--- config.mk ---
export PLATFORM = sky130hd
export DESIGN_NAME = arbiter4_rr
export DESIGN_NICKNAME = d
export VERILOG_FILES = /design/src/rtl/arbiter4_rr.sv
export SDC_FILE = /design/constraint.sdc
export NUM_CORES = 1
export LEC_CHECK = 0
export ABC_AREA = 1
export CAP_MARGIN = 20
export CORE_MARGIN = 4
export CORE_UTILIZATION = 55
export CTS_CLUSTER_SIZE = 40
export DETAILED_ROUTE_END_ITERATION = 7
export PLACE_DENSITY = 0.81
export REMOVE_ABC_BUFFERS = 1
export SYNTH_ARGS = -nofsm -noshare
export SYNTH_HDL_FRONTEND = slang
export SYNTH_SLANG_ARGS = --single-unit
--- constraint.sdc ---
create_clock -name clk -period 3.7 [get_ports clk]
set_clock_uncertainty 0.15 [all_clocks]
set_input_delay 0.555 -clock clk [delete_from_list [all_inputs] [get_ports clk]]
set_output_delay 0.555 -clock clk [all_outputs]
set_load 0.005 [all_outputs]
--- src/rtl/arbiter4_rr.sv ---
// Four-requester round-robin arbiter feeding encoder42.
// Registered one-hot grants, a one-cycle bubble between owners, and forced release after HOLD_MAX.
module arbiter4_rr #(
    parameter int unsigned HOLD_MAX = 8
) (
    input  logic       clk,
    input  logic       rst_n,
    input  logic [3:0] req,
    input  logic       done,
    output logic       g1,
    output logic       g2,
    output logic       g3,
    output logic       g4,
    output logic       gvalid,
    output logic       timeout
);

    localparam int unsigned CntW = $clog2(HOLD_MAX);
    localparam logic [CntW-1:0] CntLast = CntW'(HOLD_MAX - 1);

    typedef enum logic [0:0] {StIdle, StGrant} state_e;

    state_e          state_q, state_d;
    logic [1:0]      owner_q, owner_d;
    logic [1:0]      ptr_q, ptr_d;
    logic [CntW-1:0] cnt_q, cnt_d;
    logic [3:0]      grant_q, grant_d;
    logic            gvalid_q, gvalid_d;
    logic            timeout_q, timeout_d;

    logic [7:0] req_dbl;
    logic [3:0] req_rot;
    logic [1:0] win_off;
    logic [1:0] winner;
    logic       owner_req;
    logic       hold_expired;
    logic       rel;

    // Rotate req so that bit 0 is the requester at ptr, then take the lowest set bit.
    always_comb begin
        req_dbl = {req, req};
        req_rot = req_dbl[ptr_q +: 4];
        win_off = 2'd0;
        for (int i = 3; i >= 0; i--) begin
            if (req_rot[i]) begin
                win_off = 2'(i);
            end
        end
        winner = ptr_q + win_off;
    end

    always_comb begin
        owner_req    = req[owner_q];
        hold_expired = (cnt_q == CntLast);
        rel          = done || !owner_req || hold_expired;
    end

    always_ff @(posedge clk or negedge rst_n) begin
        if (!rst_n) begin
            state_q   <= StIdle;
            owner_q   <= 2'd0;
            ptr_q     <= 2'd0;
            cnt_q     <= '0;
            grant_q   <= 4'b0000;
            gvalid_q  <= 1'b0;
            timeout_q <= 1'b0;
        end else begin
            state_q   <= state_d;
            owner_q   <= owner_d;
            ptr_q     <= ptr_d;
            cnt_q     <= cnt_d;
            grant_q   <= grant_d;
            gvalid_q  <= gvalid_d;
            timeout_q <= timeout_d;
        end
    end

    always_comb begin
        state_d   = state_q;
        owner_d   = owner_q;
        ptr_d     = ptr_q;
        cnt_d     = cnt_q;
        grant_d   = grant_q;
        gvalid_d  = gvalid_q;
        timeout_d = 1'b0;
        case (state_q)
            StIdle: begin
                if (|req) begin
                    state_d  = StGrant;
                    owner_d  = winner;
                    cnt_d    = '0;
                    grant_d  = 4'b0001 << winner;
                    gvalid_d = 1'b1;
                end
            end
            StGrant: begin
                if (rel) begin
                    state_d   = StIdle;
                    ptr_d     = owner_q + 2'd1;
                    cnt_d     = '0;
                    grant_d   = 4'b0000;
                    gvalid_d  = 1'b0;
                    // Done or a dropped request takes precedence over expiry.
                    timeout_d = !done && owner_req;
                end else begin
                    cnt_d = cnt_q + 1'b1;
                end
            end
            default: state_d = StIdle;
        endcase
    end

    always_comb begin
        g1      = grant_q[0];
        g2      = grant_q[1];
        g3      = grant_q[2];
        g4      = grant_q[3];
        gvalid  = gvalid_q;
        timeout = timeout_q;
    end

endmodule

==> flow_summary.toml <==
[layout]
nets = 136
final_cell_mix = "35 x nand2_1, 15 x nand3_1, 14 x dfrtp_1, 12 x clkdlybuf4s50_1, 11 x inv_1"
fin_area_mm2 = 0.00101
post-route-util = 0.729
n_fill_cell = 102
syn_to_final_growth_pct = 18.4
layout-drive-gt1-share = 0.144
final_common_cell = "nand2_1"
n_antenna_cell = 0

[floorplan]
rows = 13
start_util = 0.615
fp.dieArea_mm2 = 0.00224
io_pins = 13
core-area_mm2 = 0.00138
die_w_um = 47.3
die_h_um = 47.3

[logic_synthesis]
synthAdderAreaFrac = 0.0441
netlist_area_um2 = 851
avgSynthCellArea_um2 = 7.67
ys_seq_elements = 14
yosysTopAreaCell = "dfrtp_1"
synthMuxAreaShare = 0
synth_cells = 111
yosys.cell_types.count = 21
synth_top_family_by_area = "simple AND/OR/NAND/NOR gates"
synth_area_leaders = "dfrtp_1 41%, nand2_1 15%, nand3_1 8.8%"
synth-compound-area-share = 0.0603
synthXorXnorAreaFrac = 0.0206
synth_simple_gate_area_frac = 0.378
yosysSeqAreaShare = 0.412
yosysWarnings = 0
yosysTopAreaCellShare = 0.412

[timing]
hold_violations = 0
rsz0062_at_grt = "no"
fin_crit_ns = 2.39
setup_slack_ns = 1.31
finalMaxSlewViolations = 0
tns_ns = 0
relSlewSlack = 0.590
fmax_mhz = 418
worst_slew_pin_slew_ns = 0.614
setup_violations = 0
fin_crit_sh = 0.646

[route]
drtAntennaViolNets = 0
drt-wirelength-per-cell_um = 12.7
drt-initial-drc-count = 13
wirelength_um = 1780
dr.pass1.iters = 4
vias = 736
drcViolationCount = 0
vias_per_cell = 5.26

[worst_setup_path]
worstSetupStartpoint = "req[3]"
r2r_end = "owner_q[1]"
rr_worst_depth = 13
r2r_slack_ns = 1.50
criticalPathCategory = "input pin to register"
cp.required_ns = 3.72
crit_fanout = 4
cp_data_arrival_time_ns = 2.41
r2r_start = "ptr_q[0]"
cp-start-kind = "input pin"
endpoint_kind = "register"

[power]
p_switching_w = 0.000390
p_total_w = 0.000838
switching_share = 0.466
p_comb_frac = 0.557
pwr-share-clk = 0.130
p_leak_nw = 0.522
pwr_density_cell_mw_per_mm2 = 832
power.internal_w = 0.000448
ir_drop_mv = 0.456
seq_power_share = 0.313

[cts]
h-tree-depth = 1
cts_tree = "yes"
cts_buffers = 3
cts_root_buffer = "clkbuf_4"
clock_latency_ns = 0.27
clkTransAtPathRegs_ns = 0.09
cts_num_sinks = 14
cts_hold_buf = 0
clockBufferDepth = 2
ctsResizeCount = 0
post-cts-setup-buffers = 0

[global_route]
grt_pass1_vias = 770
grt_max_degree = 15
grt_pass1_wl_um = 2900
grt_usage = 0.183
grt_antenna_before_repair = 0
overflow = 0

[worst_hold_path]
hold_depth = 2
min_from = "gvalid"
hold_path_end = "gvalid"
hold_path.class = "register to register"

[run]
cap_violations = 0

[outcome]
outcome = "finished, final reports clean"

[placement]
gp_congestion = 0.777
dpl_cell_area_um2 = 971
hpwl_um = 1290
post-place-ws_ns = 1.08
port_buffers = 12
-- metrics by stage --
step                      hold WS, ns  std cells
after floorplan                 0.109        109
after global placement          0.307        136
after detailed placement        0.312        136
after CTS                       0.336        140
after global routing            0.357        140
final                           0.336        140
-- flip-flops by register name, summed over array words and instances, names as in the netlist --
register	count
ptr_q	2
grant_q	4
timeout	1
cnt_q	3
owner_q	2
state_q	1
gvalid	1
-- logic make-up (layout without fill, tap and decap cells) --
family | after synthesis | in the layout
fa+ha+maj | 3 | 3
flops | 14 | 14
buf+inv | 16 | 30
compound gates | 9 | 9
xor+xnor | 2 | 2
simple gates | 67 | 67
-- metal layers --
metal / vias to the layer above / global-route usage / wire length [um]
met2: 14 / 0.310 / 870
met3: 4 / 0.0345 / 37
met4: 0 / 0.0773 / 31
li1: 379 / - / -
met5: - / 0 / 0
met1: 339 / 0.227 / 842
-- final cells by class --
class                   count  area [um^2]  share of cell area
clock buffers               4         36.3              0.0360
inverters                  14         53.8              0.0534
multi-input cells          81          428               0.425
flip-flops and latches     14          350               0.348
well taps                  15         18.8              0.0186
repair buffers             12          120               0.119
-- how the worst max path moves through the flow --
stage	end	depth (start not counted)	slack, ns
finish	owner_q[1]	13	1.31
global route	owner_q[1]	13	1.12
CTS	owner_q[1]	13	1.32
detailed placement	owner_q[1]	13	1.08
global placement	grant_q[2]	13	1.18
floorplan	grant_q[2]	12	1.76
-- cells in the mapped netlist (all sizes together) --
cell type,number
inv,13
dfrtp,14
nand3b,1
xnor2,1
nand2,39
buf,2
a21boi,1
or2,1
o21ai,6
nor2,7
ha,3
clkinv,1
xor2,1
a21oi,2
nand3,19
-- critical path, cell delays in order --
cell,delay [ns]
clkdlybuf4s50_1,0.47
nand2_1,0.11
nand3_1,0.08
nand2_1,0.10
nand3_1,0.07
a21boi_0,0.19
ha_1,0.19
xor2_1,0.25
inv_1,0.09
nand3_2,0.11
nand2_2,0.07
nand2_1,0.07
nand2_1,0.06
-- power by group through the flow --
stage	logic, W	clock network, W	registers, W
2_1_floorplan	0.000340	0	0.000256
3_3_place_gp	0.000434	0	0.000262
3_5_place_dp	0.000457	0	0.000263
4_1_cts	0.000467	0.000110	0.000261
5_1_grt	0.000521	0.000118	0.000270
6_report	0.000467	0.000109	0.000262
Power figures use the tool's default switching activity.
